==> src/rtl/cpu_run_ctrl_pkg.sv <==
// Shared encodings for the cpu run/step sequencer: debug opcodes, stop causes, FSM states.
package cpu_run_ctrl_pkg;

  localparam int REG_W = 32;

  typedef enum logic [2:0] {
    CMD_NOP       = 3'd0,
    CMD_RUN       = 3'd1,
    CMD_STEP      = 3'd2,
    CMD_STOP      = 3'd3,
    CMD_RESET_CPU = 3'd4,
    CMD_SET_BP    = 3'd5,
    CMD_CLR_BP    = 3'd6
  } cmd_op_e;

  typedef enum logic [2:0] {
    STOP_NONE      = 3'd0,
    STOP_HALT      = 3'd1,
    STOP_BREAK     = 3'd2,
    STOP_USER      = 3'd3,
    STOP_TIMEOUT   = 3'd4,
    STOP_STEP_DONE = 3'd5
  } stop_cause_e;

  typedef enum logic [1:0] {
    CTRL_IDLE    = 2'd0,
    CTRL_RUN     = 2'd1,
    CTRL_STEP    = 2'd2,
    CTRL_CPU_RST = 2'd3
  } ctrl_state_e;

  // A STEP of zero still executes one instruction.
  function automatic logic [REG_W-1:0] step_count(input logic [REG_W-1:0] arg);
    return (arg == '0) ? REG_W'(1) : arg;
  endfunction

endpackage

==> src/rtl/cpu_run_ctrl_sat_counter.sv <==
// Saturating up-counter with synchronous clear (clear wins over enable).
module sat_counter #(
  parameter int W = 32
) (
  input  logic         clk,
  input  logic         rst_n,
  input  logic         en,
  input  logic         clr,
  output logic [W-1:0] count
);

  always_ff @(posedge clk or negedge rst_n) begin
    if (!rst_n) begin
      count <= '0;
    end else if (clr) begin
      count <= '0;
    end else if (en && (count != '1)) begin
      count <= count + W'(1);
    end
  end

endmodule

==> src/rtl/cpu_run_ctrl.sv <==
// Run/step sequencer for the single-cycle cpu: owns cpu clock-enable and cpu reset,
// executes debug commands and reports why execution stopped.
module cpu_run_ctrl
  import cpu_run_ctrl_pkg::*;
#(
  parameter int CYC_W      = 32,
  parameter int TIMEOUT    = 1000,
  parameter int RST_CYCLES = 2
) (
  input  logic             CLK,
  input  logic             RST_N,
  // Handshake: a command is consumed on every cycle with cmd_valid && cmd_ready;
  // cmd_ready only drops while the cpu is being held in reset.
  input  logic             cmd_valid,
  output logic             cmd_ready,
  input  logic [2:0]       cmd_op,
  input  logic [REG_W-1:0] cmd_arg,
  input  logic             cpu_halted,
  input  logic [REG_W-1:0] cpu_pc,
  output logic             cpu_en,
  output logic             cpu_rst_n,
  output logic             busy,
  output logic             done,
  output logic [2:0]       stop_cause,
  output logic             cmd_err,
  output logic [CYC_W-1:0] cycle_count,
  output logic [1:0]       dbg_state
);

  localparam int RC_W = (TIMEOUT > 0) ? $clog2(TIMEOUT + 1) : 1;
  localparam int RS_W = $clog2(RST_CYCLES + 1);
  localparam logic [RC_W-1:0] TIMEOUT_V = RC_W'(TIMEOUT);
  localparam logic [RS_W-1:0] RST_LAST  = RS_W'(RST_CYCLES - 1);

  ctrl_state_e       state_q, state_d;
  stop_cause_e       cause_q, cause_d;
  logic              first_q;
  logic [RC_W-1:0]   run_cnt_q;
  logic [REG_W-1:0]  remaining_q;
  logic              bp_en_q;
  logic [REG_W-1:0]  bp_addr_q;
  logic [RS_W-1:0]   rst_cnt_q;
  logic              done_q, err_q, rel_q;
  logic              count_clr;

  cmd_op_e op;
  logic    executing, cmd_fire, stop_now, step_last;
  logic    hit_halt, hit_break, hit_user, hit_timeout;

  assign op        = cmd_op_e'(cmd_op);
  assign executing = (state_q == CTRL_RUN) || (state_q == CTRL_STEP);
  assign cmd_ready = (state_q != CTRL_CPU_RST);
  assign cmd_fire  = cmd_valid && cmd_ready;

  // The first cycle ignores the breakpoint so a run can resume from it.
  assign hit_halt    = cpu_halted;
  assign hit_break   = bp_en_q && (cpu_pc == bp_addr_q) && !first_q;
  assign hit_user    = cmd_fire && (op == CMD_STOP);
  assign hit_timeout = (state_q == CTRL_RUN) && (TIMEOUT != 0) && (run_cnt_q == TIMEOUT_V);
  assign stop_now    = executing && (hit_halt || hit_break || hit_user || hit_timeout);

  assign cpu_en    = executing && !stop_now;
  assign step_last = (state_q == CTRL_STEP) && cpu_en && (remaining_q == REG_W'(1));

  always_comb begin
    state_d   = state_q;
    cause_d   = cause_q;
    count_clr = 1'b0;
    unique case (state_q)
      CTRL_IDLE: begin
        if (cmd_fire) begin
          if (op == CMD_RUN) begin
            state_d = CTRL_RUN;
            cause_d = STOP_NONE;
          end else if (op == CMD_STEP) begin
            state_d = CTRL_STEP;
            cause_d = STOP_NONE;
          end else if (op == CMD_RESET_CPU) begin
            state_d = CTRL_CPU_RST;
          end
        end
      end
      CTRL_RUN, CTRL_STEP: begin
        if (stop_now) begin
          state_d = CTRL_IDLE;
          cause_d = hit_halt  ? STOP_HALT  :
                    hit_break ? STOP_BREAK :
                    hit_user  ? STOP_USER  : STOP_TIMEOUT;
        end else if (step_last) begin
          state_d = CTRL_IDLE;
          cause_d = STOP_STEP_DONE;
        end
      end
      CTRL_CPU_RST: begin
        if (rst_cnt_q == RST_LAST) begin
          state_d   = CTRL_IDLE;
          cause_d   = STOP_NONE;
          count_clr = 1'b1;
        end
      end
      default: state_d = CTRL_IDLE;
    endcase
  end

  always_ff @(posedge CLK or negedge RST_N) begin
    if (!RST_N) begin
      state_q     <= CTRL_IDLE;
      cause_q     <= STOP_NONE;
      first_q     <= 1'b0;
      run_cnt_q   <= '0;
      remaining_q <= '0;
      bp_en_q     <= 1'b0;
      bp_addr_q   <= '0;
      rst_cnt_q   <= '0;
      done_q      <= 1'b0;
      err_q       <= 1'b0;
      rel_q       <= 1'b0;
    end else begin
      state_q <= state_d;
      cause_q <= cause_d;
      first_q <= (state_q == CTRL_IDLE) &&
                 ((state_d == CTRL_RUN) || (state_d == CTRL_STEP));
      done_q  <= (state_q != CTRL_IDLE) && (state_d == CTRL_IDLE);
      err_q   <= executing && cmd_fire && (op != CMD_STOP);
      rel_q   <= 1'b1;

      if (state_q == CTRL_IDLE) begin
        run_cnt_q <= '0;
      end else if ((state_q == CTRL_RUN) && cpu_en && (run_cnt_q != '1)) begin
        run_cnt_q <= run_cnt_q + RC_W'(1);
      end

      if ((state_q == CTRL_IDLE) && cmd_fire && (op == CMD_STEP)) begin
        remaining_q <= step_count(cmd_arg);
      end else if ((state_q == CTRL_STEP) && cpu_en) begin
        remaining_q <= remaining_q - REG_W'(1);
      end

      if ((state_q == CTRL_IDLE) && cmd_fire && (op == CMD_SET_BP)) begin
        bp_addr_q <= cmd_arg;
        bp_en_q   <= 1'b1;
      end else if ((state_q == CTRL_IDLE) && cmd_fire && (op == CMD_CLR_BP)) begin
        bp_en_q <= 1'b0;
      end

      rst_cnt_q <= (state_q == CTRL_CPU_RST) ? rst_cnt_q + RS_W'(1) : '0;
    end
  end

  sat_counter #(.W(CYC_W)) u_cycle_cnt (
    .clk   (CLK),
    .rst_n (RST_N),
    .en    (cpu_en),
    .clr   (count_clr),
    .count (cycle_count)
  );

  assign busy       = (state_q != CTRL_IDLE);
  assign done       = done_q;
  assign cmd_err    = err_q;
  assign stop_cause = cause_q;
  assign cpu_rst_n  = rel_q && (state_q != CTRL_CPU_RST);
  assign dbg_state  = state_q;

endmodule

==> config.mk <==
export PLATFORM = sky130hd
export DESIGN_NAME = cpu_run_ctrl
export DESIGN_NICKNAME = d
export VERILOG_FILES = /design/src/rtl/cpu_run_ctrl_pkg.sv /design/src/rtl/cpu_run_ctrl_sat_counter.sv /design/src/rtl/cpu_run_ctrl.sv
export SDC_FILE = /design/constraint.sdc
export NUM_CORES = 1
export LEC_CHECK = 0
export ABC_CLOCK_PERIOD_IN_PS = 3300
export BUFFER_PORTS_ARGS = -buffer_cell sky130_fd_sc_hd__buf_2
export CAP_MARGIN = 20
export CORE_UTILIZATION = 45
export CTS_CLUSTER_SIZE = 20
export DETAILED_ROUTE_END_ITERATION = 6
export PLACE_DENSITY_LB_ADDON = 0.2
export SLEW_MARGIN = 20
export SYNTH_ARGS = -nofsm -noshare
export SYNTH_HDL_FRONTEND = slang
export SYNTH_SLANG_ARGS = --single-unit
==> constraint.sdc <==
create_clock -name CLK -period 3.3 [get_ports CLK]
set_clock_uncertainty 0.15 [all_clocks]
set_input_delay 0.33 -clock CLK [delete_from_list [all_inputs] [get_ports CLK]]
set_output_delay 0.33 -clock CLK [all_outputs]
set_load 0.05 [all_outputs]
### Yosys cells after proc, flatten, opt, wreduce, memory -nomap -nowiden

Cells that the tools add are included.

| word-level totals | value |
|---|---|
| output and inout bits | 43 |
| word-level logic and storage cells | 107 |
| bits of input ports | 71 |
| flip-flop bits (word level) | 118 |

| operators by class | value |
|---|---|
| reduce and logical (&&, ||, !) cells | 38 |
| $add $sub $neg | 4 |
| eq/ne operators | 23 |
| muxes and demuxes | 30 |

Operator list:

| cell | number |
|---|---|
| 32-bit two-way mux | 5 |
| 32-bit by 1-bit adder with 32-bit output (second input constant) | 1 |
| 32-bit by 1-bit equality test with 1-bit output (second input constant) | 1 |
| 32-bit equality test | 1 |
| 32-bit zero test | 1 |
| 32-bit != test (second input constant) | 1 |
| 32-bit by 1-bit subtractor with 32-bit output (second input constant) | 1 |
| 3-bit two-way mux | 9 |
| 1-bit logical AND | 21 |
| 10-bit two-way mux | 2 |
| 2-bit two-way mux | 8 |
| 10-bit by 1-bit adder with 10-bit output (second input constant) | 1 |
| 10-bit equality test (second input constant) | 1 |
| 10-bit != test (second input constant) | 1 |
| 2-bit nonzero test | 5 |
| 3-bit equality test (second input constant) | 3 |
| 3-bit one-hot mux with 3 select lines | 1 |
| 2-bit by 1-bit equality test with 1-bit output (second input constant) | 3 |
| 2-bit equality test (second input constant) | 3 |
| 3-bit by 2-bit equality test with 1-bit output (second input constant) | 2 |
| 2-bit != test (second input constant) | 3 |
| 3-bit != test (second input constant) | 2 |
| 2-bit one-hot mux with 3 select lines | 1 |
| 1-bit logical OR | 5 |
| 8 further kinds | 13 |

### Depth between registers and ports, before layout

Gate-level depths: netlist (run 1).

| logic depth | value |
|---|---|
| word-level depth | 17 |
| gate-level depth with buffers | 12 |
| mapped depth without buffers | 11 |

### By module

A second synthesis (run 1) with hierarchy kept.

| second synthesis, totals | value |
|---|---|
| cell total of the unflattened synthesis | 686 |
| area, all modules | 6702.7 µm² |

Modules (own cells, without submodules):

| module | cells an instance | instances | area an instance (µm²) |
|---|---|---|---|
| cpu_run_ctrl | 492 | 1 | 4892.2 |
| sat_counter | 194 | 1 | 1810.5 |

### Least setup slack after synthesis (run 1)

OpenSTA, ideal clock, no wires.

| path | value |
|---|---|
| path type | register to register |
| from | reg state_q[0], in the netlist dbg_state[0] |
| to | reg remaining_q[11] |
| setup time | 0.124 ns |
| setup slack | 0.146 ns |
| required time | 3.026 ns |
| cell stages (with the launch flop) | 10 |
| data arrival time | 2.880 ns |
| cells stage by stage | dfrtp_1 -> inv_1 -> ha_1 -> nand2b_1 -> a31oi_1 -> and3_1 -> clkbuf_1 -> nand4_1 -> o31a_2 -> o31a_1 |

| on the way | value |
|---|---|
| longest elaborated chain between the ends | 10 |

Ends and longest elaborated chain:

| item | line | text |
|---|---|---|
| start: declaration | cpu_run_ctrl.sv:35 | `ctrl_state_e state_q, state_d;` |
| start signal: assignment | cpu_run_ctrl.sv:119 | `state_q <= state_d;` |
| 2-bit != test | cpu_run_ctrl.sv:52 | `assign cmd_ready = (state_q != CTRL_CPU_RST);` |
| 1-bit logical AND | cpu_run_ctrl.sv:53 | `assign cmd_fire = cmd_valid && cmd_ready;` |
| 1-bit logical AND | cpu_run_ctrl.sv:58 | `assign hit_user = cmd_fire && (op == CMD_STOP);` |
| 1-bit logical OR (2 in series) | cpu_run_ctrl.sv:60 | `assign stop_now = executing && (hit_halt \|\| hit_break \|\| hit_user \|\| hit_timeout);` |
| 1-bit logical AND | cpu_run_ctrl.sv:60 |  |
| 1-bit zero test | cpu_run_ctrl.sv:62 | `assign cpu_en = executing && !stop_now;` |
| 1-bit logical AND | cpu_run_ctrl.sv:62 |  |
| 1-bit logical AND | cpu_run_ctrl.sv:135 | `end else if ((state_q == CTRL_STEP) && cpu_en) begin` |
| 2-bit nonzero test (no line) | n/a |  |
| end signal: assignment | cpu_run_ctrl.sv:134 | `remaining_q <= step_count(cmd_arg);` |
| end signal: assignment | cpu_run_ctrl.sv:136 | `remaining_q <= remaining_q - REG_W'(1);` |
| end: declaration | cpu_run_ctrl.sv:39 | `logic [REG_W-1:0] remaining_q;` |

Several ways; a longest one is shown, not always the timed one.
A chain may end at the register's enable or synchronous reset.

### Worst setup path in the final report (run 1)

| path | value |
|---|---|
| from | reg remaining_q[10] |
| to | reg first_q |

| on the way | value |
|---|---|
| longest elaborated chain between the ends | 8 |

Ends and longest elaborated chain:

| item | line | text |
|---|---|---|
| 32-bit by 1-bit equality test with 1-bit output (*) | cpu_run_ctrl.sv:63 | `assign step_last = (state_q == CTRL_STEP) && cpu_en && (remaining_q == REG_W'(1));` |
| 1-bit logical AND (*) | cpu_run_ctrl.sv:63 |  |
| 2-bit two-way mux (*) | cpu_run_ctrl.sv:89 | `end else if (step_last) begin` |
| 2-bit two-way mux (*) | cpu_run_ctrl.sv:84 | `if (stop_now) begin` |
| 2-bit one-hot mux with 3 select lines (*) | cpu_run_ctrl.sv:69 | `unique case (state_q)` |
| 2-bit by 1-bit equality test with 1-bit output / 2-bit equality test (equally long branches) | cpu_run_ctrl.sv:122 | `((state_d == CTRL_RUN) \|\| (state_d == CTRL_STEP));` |
| 1-bit logical OR (*) | cpu_run_ctrl.sv:122 |  |
| 1-bit logical AND (*) | cpu_run_ctrl.sv:121 | `first_q <= (state_q == CTRL_IDLE) &&` |
| end signal: assignment | cpu_run_ctrl.sv:121 |  |
| end: declaration | cpu_run_ctrl.sv:37 | `logic first_q;` |

Every way passes the cells marked *; elsewhere a longest branch is shown, timed or not.

==> impl_metrics.yaml, run 1 <==
outcome:
  status: "completed"
timing:
  finalHoldViolations: 0
  relSlewSlack_pct: 50.6
  fmax_ghz: 0.321
  worst_pin_slew_ns: 0.735
  min_period_over_period_pct: 94.3
  fin_crit_ns: 3.11
  setup_viol: 0
  slew_violations: 0
worst_setup_path:
  start_kind: "flop"
  worstPathArrival_ns: 3.27
  crit_path_start: "remaining_q[10]"
  worstSetupPathType: "flop to flop"
  end_kind: "flop"
  required_ns: 3.46
  cp_max_fo: 5
  rr_startpoint: "remaining_q[10]"
hold_path:
  hp-class: "input pin to flop"
  holdCritStartpoint: "cmd_arg[25]"
clocking:
  cts_tree: "built"
  htree_levels: 4
  cts-root-buf: "clkbuf_16"
  cts_inserted_buffers: 17
  clk_pin_slew_ns: 0.05
  insertion_delay_ns: 0.42
  cts_buffer_depth: 2
  clock_sinks: 118
grt:
  first_global_vias: 5641
  grt_max_degree: 75
  grt_use_total_pct: 24.4
  grt_pass1_wl_mm: 28.4
  antenna_found_initial: 0
  grt_overflow_total: 0
synthesis:
  ys_ff_latch: 118
  netlist_instances: 686
  yosysSeqAreaShare_pct: 44.6
  synth_edf_count: 0
  synth_fp_nets: 768
  avgSynthCellArea_um2: 9.66
  ys_types: 66
  synthFlopType: "dfrtp_1"
  syn_area_um2: 6630
  synth_warnings: 0
  async_flop_share_pct: 100
floorplan:
  core_area_um2: 14100
  fp.dieArea_um2: 15200
  rows: 43
  ios: 114
  die_h_um: 123
  initial_core_util_pct: 46.8
  die_w_um: 123
place:
  place_congestion: 0.830
  dpl.hpwl_mm: 12.5
  port_buffers: 113
drt:
  remaining_drc_errors: 0
  first_iter_violations: 364
  drt-total-wl_mm: 17.2
  vias: 5672
  vias_per_cell: 5.66
  drt_first_pass_iters: 5
  avgRoutedWirePerCell_um: 17.1
  ant_nets: 0
power_and_ir_drop:
  power_frac_clock_pct: 30.7
  report.power.total_mw: 6.23
  seq_power_share_pct: 37.9
  powerDensity_nw_per_um2: 769
  combPwrFrac_pct: 31.5
  power.switching_mw: 2.20
  leakage_nw: 3.49
  p_sw_share_pct: 35.3
  p_int_mw: 4.03
  vdd_ir_drop_max_v: 0.000411
flow_run:
  cap_violations: 0
final_layout:
  syn_to_final_growth_pct: 22.2
  fin_nets: 891
  drive_gt1_share_pct: 26.8
  final_util_pct: 57.2
  antenna_cells: 0
worst max-delay path, cell delays in order, from the launching register on:
cell and delay (ns):
dfrtp_1 0.42, or4_4 0.55, or4b_4 0.52, nor4_4 0.27, buf_4 0.16, a211oi_1 0.10, a2bb2oi_1 0.18, nor2_1 0.09
a21oi_1 0.16, ha_1 0.24, and2_1 0.15
sequential cells by signal (all words and copies together), names as in the netlist:
register	flops
dbg_state	2
rst_cnt_q	2
stop_cause	3
done	1
remaining_q	32
cmd_err	1
first_q	1
rel_q	1
run_cnt_q	10
bp_en_q	1
bp_addr_q	32
u_cycle_cnt.count	32
synth_stat cells (13+ instances only):
cell | n | area, um2
a21oi_1 | 24 | 120
clkbuf_1 | 25 | 93.8
dfrtp_1 | 118 | 2950
inv_1 | 17 | 63.8
mux2_2 | 34 | 383
nand2_1 | 58 | 218
nand3_1 | 27 | 135
nand4_1 | 24 | 150
nor2_1 | 57 | 214
nor3_1 | 24 | 120
nor4_1 | 21 | 131
o21ai_0 | 27 | 135
or3_1 | 13 | 81.3
xnor2_1 | 58 | 508
xor2_1 | 17 | 149
power groups by stage:
stage | clock, mW | sequential [mW] | combinational (mW)
after CTS | 1.93 | 2.36 | 1.96
after floorplan | 0 | 2.54 | 1.21
after global routing | 1.99 | 2.43 | 2.17
after detailed placement | 0 | 2.38 | 1.94
after global placement | 0 | 2.34 | 1.90
final | 1.91 | 2.36 | 1.96
final cells by class:
| class | instances | area [um2] |
|---|---|---|
| clock buffer | 22 | 484 |
| clock inverter | 10 | 125 |
| fill | 1306 | 6050 |
| inverter | 17 | 63.8 |
| multi-input combinational | 521 | 3500 |
| sequential | 118 | 2950 |
| tap | 180 | 225 |
| timing repair buffer | 134 | 748 |
repair_timing:
| item | 4_1_cts | 5_1_grt |
|---|---|---|
| setup endpoints to repair | 0 | 1 |
| buffers inserted | 0 | 1 |
| resized for setup | 0 | 1 |
| endpoints found under the hold margin | 47 | 0 |
| hold buffers | 4 | 0 |
path summary, 6_finish.rpt:
check / endpoint / slack, ns / cells after the start
setup reg to reg: first_q / 0.19 / 10
setup / recovery: first_q / 0.19 / 10
hold / removal: remaining_q[25] / 0.008 / 3
max in group asynchronous: bp_addr_q[20] / 1.86 / 3
min in group asynchronous: u_cycle_cnt.count[4] / 0.32 / 2
hold reg to reg: rst_cnt_q[0] / 0.28 / 1
cell usage in the layout (no fill, tap or decap), types with 4 or more instances in the layout:
cell and instances:
a211oi_1 4, a21oi_1 24, a31oi_1 6, and3_1 7
and4_1 9, buf_2 112, buf_4 17, clkbuf_16 17
clkbuf_8 4, clkinv_2 7, dfrtp_1 118, dlygate4sd3_1 4
ha_1 11, inv_1 17, mux2_2 34, nand2_1 58
nand2b_1 11, nand3_1 27, nand4_1 24, nor2_1 57
nor2b_1 4, nor3_1 23, nor3b_1 4, nor4_1 21
o211ai_1 4, o21ai_0 27, o21ai_1 5, or3_1 13
or4_1 11, or4_4 4, xnor2_1 58, xor2_1 17
per-stage QoR:
step                cells  setup slack (ns)  hold slack (ns)  setup TNS, ns  instance area, um2
CTS                  1001             0.176         0.000583              0                8080
floorplan             686             0.146           -0.116              0                6630
global placement      965             0.185            0.226              0                7430
detailed placement    965             0.191            0.229              0                7430
global route         1002          -0.00343           0.0248       -0.00343                8100
finish               1002             0.189          0.00841              0                8100
kinds of logic (layout without fill, tap and decap cells):
logic type      after synthesis  count (layout)  synth area share, %
xor+xnor                     75              75                 9.91
compound gates               96              96                 9.06
flops                       118             118                 44.6
buf+inv                      47             183                 2.89
other cells                   1               1               0.0566
mux                          37              37                 6.25
fa+ha+maj                    11              11                 2.08
simple gates                301             301                 25.2
metal layers:
metal	GRT usage (%)	vias up	part of all wire, %
met2	37.9	137	47
met4	9.49	0	1.5
met1	33.4	2785	47
li1	-	2729	-
met5	0	-	0
met3	4.98	21	4.5
No activity file was read; power rests on OpenSTA's default activity.
==> run 2, diff against run 1 <==
--- a/config.mk
+++ b/config.mk
@@ -11,6 +11,7 @@
 export CORE_UTILIZATION = 45
 export CTS_CLUSTER_SIZE = 20
 export DETAILED_ROUTE_END_ITERATION = 6
+export GPL_TIMING_DRIVEN = 0
 export PLACE_DENSITY_LB_ADDON = 0.2
 export SLEW_MARGIN = 20
 export SYNTH_ARGS = -nofsm -noshare
==> constraint.sdc (replaced) <==
create_clock -name CLK -period 3.3 [get_ports CLK]
set_clock_uncertainty 0.15 [all_clocks]
set_input_delay 0.165 -clock CLK [delete_from_list [all_inputs] [get_ports CLK]]
set_output_delay 0.165 -clock CLK [all_outputs]
set_load 0.05 [all_outputs]
==> run 2 against run 1 <==
Compared with the run above: hold slack gained 0.043 ns; fmax grew 0.17%; clock power grew 3%; power grew 1.5%; routed wire length grew 8.0%; first-iteration DRC count grew 5.5%; global-route usage grew 1.2 points.
==> impl_metrics.yaml, run 2 (synthesis gave the netlist of run 1 again) <==
grt:
  grt_max_degree: 79
  first_global_vias: 5859
  grt_use_total_pct: 25.6
  antenna_found_initial: 0
  grt_pass1_wl_mm: 29.4
  grt_overflow_total: 0
final_layout:
  fin_nets: 939
  biggestRegsByFlops: "bp_addr_q (32), remaining_q (32), u_cycle_cnt.count (32)"
  drive_gt1_share_pct: 24.9
  fillCellCount: 1214
  register_area_um2: 2960
  multiInputGateArea_um2: 3530
  layout_common_cells: "116 x dfrtp_1, 114 x buf_2, 58 x nand2_1, 58 x xnor2_1, 57 x nor2_1"
  final_common_cell: "dfrtp_1"
  antenna_cells: 0
  final_util_pct: 60.1
  final_cells: 1050
  syn_to_final_growth_pct: 28.3
hold_path:
  hp-class: "input pin to flop"
worst_setup_path:
  cp_max_fo: 9
  start_kind: "flop"
  required_ns: 3.48
  end_kind: "flop"
  worstSetupPathType: "flop to flop"
  r2r_slack_ns: 0.19
  worstPathArrival_ns: 3.28
place:
  dp_slack_ns: -0.152
  place_congestion: 0.861
  dpl.hpwl_mm: 13.0
  port_buffers: 112
  dp_cells: 979
power_and_ir_drop:
  seq_power_share_pct: 37.4
  report.power.total_mw: 6.33
  leakage_nw: 3.62
  p_sw_share_pct: 35.2
  power_frac_clock_pct: 31.1
  combPwrFrac_pct: 31.5
  powerDensity_nw_per_um2: 744
  vdd_ir_drop_max_v: 0.000485
  p_int_mw: 4.10
  power.switching_mw: 2.22
timing:
  grt_setup_unrepaired: "false"
  fmax_ghz: 0.322
  slew_violations: 0
  worst_pin_slew_ns: 0.860
  min_period_over_period_pct: 94.1
  setup_viol: 0
  fin_crit_ns: 3.11
  fin_ws_ns: 0.195
  relSlewSlack_pct: 42.2
  finalHoldViolations: 0
clocking:
  cts_inserted_buffers: 17
  insertion_delay_ns: 0.42
  clock_sinks: 118
  htree_levels: 4
  cts_tree: "built"
  cts_buffer_depth: 2
  cts-root-buf: "clkbuf_16"
  clk_pin_slew_ns: 0.05
floorplan:
  die_h_um: 123
  core_area_um2: 14100
  die_w_um: 123
  rows: 43
  ios: 114
  initial_core_util_pct: 46.8
  fp.dieArea_um2: 15200
drt:
  vias: 6035
  first_iter_violations: 384
  remaining_drc_errors: 0
  vias_per_cell: 5.75
  drt-total-wl_mm: 18.5
  drt_first_pass_iters: 5
  ant_nets: 0
  avgRoutedWirePerCell_um: 17.7
flow_run:
  cap_violations: 0
outcome:
  status: "completed"
run 2: changes by cell type in the layout (fill, tap and decap cells not counted), moves of 2 or more:
cell and change:
buf_4 -12, buf_6 +2, buf_2 +2, dfrtp_1 -2, dlygate4sd3_1 +31, dfrtp_2 +2, clkbuf_1 +26
run 2: worst paths after layout:
check,start,to,cells past startpoint
worst min register to register,rst_cnt_q[0],rst_cnt_q[0],1
worst max register to register,dbg_state[0],run_cnt_q[7],9
max in group asynchronous,RST_N,bp_addr_q[24],3
min in group asynchronous,RST_N,u_cycle_cnt.count[0],2
worst min-delay path,cmd_op[2],bp_en_q,4
worst max-delay path,dbg_state[0],run_cnt_q[7],9
run 2: area by class of cell:
class	instances	area share, %
Sequential cell	118	34.8
Timing Repair Buffer	152	11.5
Buffer	30	1.50
Multi-Input combinational cell	521	41.5
Clock inverter	10	1.77
Inverter	17	0.750
Clock buffer	22	5.58
Tap cell	180	2.65
run 2: power groups by stage:
| stage | Sequential (mW) | Clock (mW) | Combinational [mW] |
|---|---|---|---|
| after floorplan | 2.54 | 0 | 1.21 |
| after global placement | 2.34 | 0 | 1.88 |
| after detailed placement | 2.37 | 0 | 1.92 |
| after CTS | 2.36 | 1.99 | 1.98 |
| after global routing | 2.44 | 2.06 | 2.17 |
| final | 2.37 | 1.97 | 1.99 |
run 2: timing repair:
action	in CTS	in global routing
endpoints found under the setup margin	10	38
hold buffers	35	0
buffers inserted	0	4
endpoints found under the hold margin	183	0
pin swaps	0	2
gates resized for setup	2	7
run 2: routing by layer:
metal	GRT usage (%)	wire [um]	vias up
met1	33.9	8140	2945
met3	4.80	1190	26
met4	9.11	295	0
met5	0	0	-
met2	41.7	8910	240
li1	-	-	2824
run 2: metrics by stage:
step	hold WS (ns)	setup TNS [ns]	cell area, um2
floorplan	-0.281	0	6630
global placement	0.265	-0.377	7410
detailed placement	-0.0418	-0.562	7450
CTS	0.0113	0	8440
global route	0.110	0	8500
finish	0.0512	0	8500
run 2: critical path, cell delays in order, from the launching register on:
cell and delay, ns:
dfrtp_2 0.44, inv_1 0.09, ha_1 0.32, nand2b_1 0.15, nand2b_1 0.18, clkbuf_1 0.24
or4_1 0.58, clkbuf_1 0.18, or4_1 0.53, a21oi_1 0.17
==> run 3, diff against run 2 <==
--- a/config.mk
+++ b/config.mk
@@ -8,11 +8,12 @@
 export ABC_CLOCK_PERIOD_IN_PS = 3300
 export BUFFER_PORTS_ARGS = -buffer_cell sky130_fd_sc_hd__buf_2
 export CAP_MARGIN = 20
+export CORE_MARGIN = 2
 export CORE_UTILIZATION = 45
 export CTS_CLUSTER_SIZE = 20
 export DETAILED_ROUTE_END_ITERATION = 6
 export GPL_TIMING_DRIVEN = 0
-export PLACE_DENSITY_LB_ADDON = 0.2
+export PLACE_DENSITY = 0.71
 export SLEW_MARGIN = 20
 export SYNTH_ARGS = -nofsm -noshare
 export SYNTH_HDL_FRONTEND = slang
==> run 3 against run 2 <==
Compared with the run above: the run now ends with design-rule violations left; hold slack got worse by 0.0042 ns; combinational power hardly changed; die area grew 3.3%; global-route usage decreased by 1.9 points; largest cell class unchanged; largest power group unchanged; highest routed layer unchanged.
==> impl_metrics.yaml, run 3 (synthesis gave the netlist of run 1 again) <==
floorplan:
  initial_core_util_pct: 45.8
  fp.dieArea_um2: 15700
  core_area_um2: 14500
  rows: 44
  ios: 114
  die_h_um: 125
  die_w_um: 125
worst_setup_path:
  cp_max_fo: 4
  worstSetupPathType: "flop to flop"
  crit_chain: "or4_1 > or4_4 > nor4_4 > a211oi_1 > a2bb2oi_1 > nor2_1 > a21oi_1 > ha_1 > and2_1"
  start_kind: "flop"
  r2r_slack_ns: 0.15
  worstPathArrival_ns: 3.31
  worstRegToRegCells: 9
  rr_startpoint: "remaining_q[18]"
  slowest_stage: "or4_1"
  r2r_end: "first_q"
  crit_buf_inv: 0
  max_stage_delay_ns: 0.57
  required_ns: 3.46
  end_kind: "flop"
  critical-path-top-delay-family: "simple AND/OR/NAND/NOR gates"
grt:
  grt_use_total_pct: 23.7
  grt_pass1_wl_mm: 29.6
  first_global_vias: 5847
  grt_max_degree: 72
  antenna_found_initial: 0
  grt_overflow_total: 0
outcome:
  violations: "design-rule violations"
  status: "finished with violations"
timing:
  fin_tns_setup_ns: 0
  fmax_ghz: 0.317
  fin_crit_ns: 3.15
  worst_pin_slew_ns: 0.862
  finalHoldViolations: 0
  fin_ws_ns: 0.150
  setup_viol: 0
  min_period_over_period_pct: 95.5
  timing.hold.ws_ns: 0.0470
  relSlewSlack_pct: 42.0
  slew_violations: 0
flow_run:
  cap_violations: 0
clocking:
  clk_pin_slew_ns: 0.05
  insertion_delay_ns: 0.42
  clock_sinks: 118
  htree_levels: 4
  cts_buffer_depth: 2
  cts_inserted_buffers: 17
  cts_tree: "built"
  cts-root-buf: "clkbuf_16"
hold_path:
  holdCritStartpoint: "cmd_op[2]"
  worst_hold_path.endpoint: "bp_en_q"
  hp-class: "input pin to flop"
  hold_path_depth: 4
final_layout:
  fin_nets: 939
  drive_gt1_share_pct: 24.5
  syn_to_final_growth_pct: 27.3
  layout_common_cells: "118 x dfrtp_1, 114 x buf_2, 58 x xnor2_1, 57 x nand2_1, 57 x nor2_1"
  final_common_cell: "dfrtp_1"
  biggestRegsByFlops: "bp_addr_q (32), remaining_q (32), u_cycle_cnt.count (32)"
  antenna_cells: 0
drt:
  first_iter_violations: 542
  drt-total-wl_mm: 18.2
  vias: 5881
  remaining_drc_errors: 1
  drt_first_pass_iters: 7
  ant_nets: 0
  avgRoutedWirePerCell_um: 17.3
  vias_per_cell: 5.58
place:
  dpl.hpwl_mm: 12.6
  dp_slack_ns: -0.130
  place_congestion: 0.842
  port_buffers: 112
power_and_ir_drop:
  vdd_ir_drop_max_v: 0.000419
  powerDensity_nw_per_um2: 728
  report.power.total_mw: 6.14
  leakage_nw: 3.59
## run 3: cell types whose count changed in the layout (fill, tap and decap cells not counted), moves of 2 or more
| cell | previous run | this run |
|---|---|---|
| bufinv_16 | 4 | 2 |
| dfrtp_2 | 2 | 0 |
| clkinvlp_4 | 0 | 2 |
| dfrtp_1 | 116 | 118 |
## run 3: what timing repair did
| item | 4_1_cts | 5_1_grt |
|---|---|---|
| resized for setup | 1 | 6 |
| buffers inserted | 0 | 3 |
| cloned | 0 | 0 |
| pin swaps | 0 | 2 |
| hold buffers | 35 | 0 |
| endpoints found under the setup margin | 7 | 52 |
| endpoints found under the hold margin | 143 | 0 |
## run 3: through the flow
stage | cells | cell area (um2) | util, %
floorplan | 686 | 6630 | -
global placement | 982 | 7420 | 51.2
detailed placement | 983 | 7450 | 51.5
CTS | 1049 | 8370 | 57.8
global route | 1053 | 8440 | 58.3
finish | 1053 | 8440 | 58.3
## run 3: per-layer routing
layer  wire (um)  track usage (%)
met2        8570             38.2
met1        8010             30.2
met3        1130             6.42
met4         454             10.1
met5           0                0
## run 3: worst register-to-register path: cells and delay by family (launching register included)
family,cells,cell delay (ns)
DFF,1,0.41
AOI/OAI and AO/OA,3,0.54
adders and majority gates,1,0.24
and+or+nand+nor,5,1.69
## run 3: worst max-delay path by stage
stage / start / endpoint / cells after the start / slack, ns
6_report: remaining_q[18] / first_q / 9 / 0.15
5_1_grt: dbg_state[0] / first_q / 11 / -0.002
4_1_cts: remaining_q[10] / first_q / 9 / 0.006
3_5_place_dp: dbg_state[1] / remaining_q[21] / 9 / -0.13
3_3_place_gp: dbg_state[0] / remaining_q[21] / 9 / -0.16
2_1_floorplan: dbg_state[0] / remaining_q[11] / 9 / 0.15
## run 3: cell type report
type | count | area [um2]
Inverter | 17 | 63.8
Buffer | 30 | 128
Clock buffer | 21 | 460
Tap cell | 184 | 230
Sequential cell | 118 | 2950
Timing Repair Buffer | 152 | 972
Clock inverter | 10 | 105
Fill cell | 1264 | 6040
Multi-Input combinational cell | 521 | 3520
## run 3: power by group
part | switching, mW | total (mW) | internal (mW)
logic | 1.14 | 2.00 | 0.862
registers | 0.437 | 2.36 | 1.92
clock network | 0.640 | 1.78 | 1.13
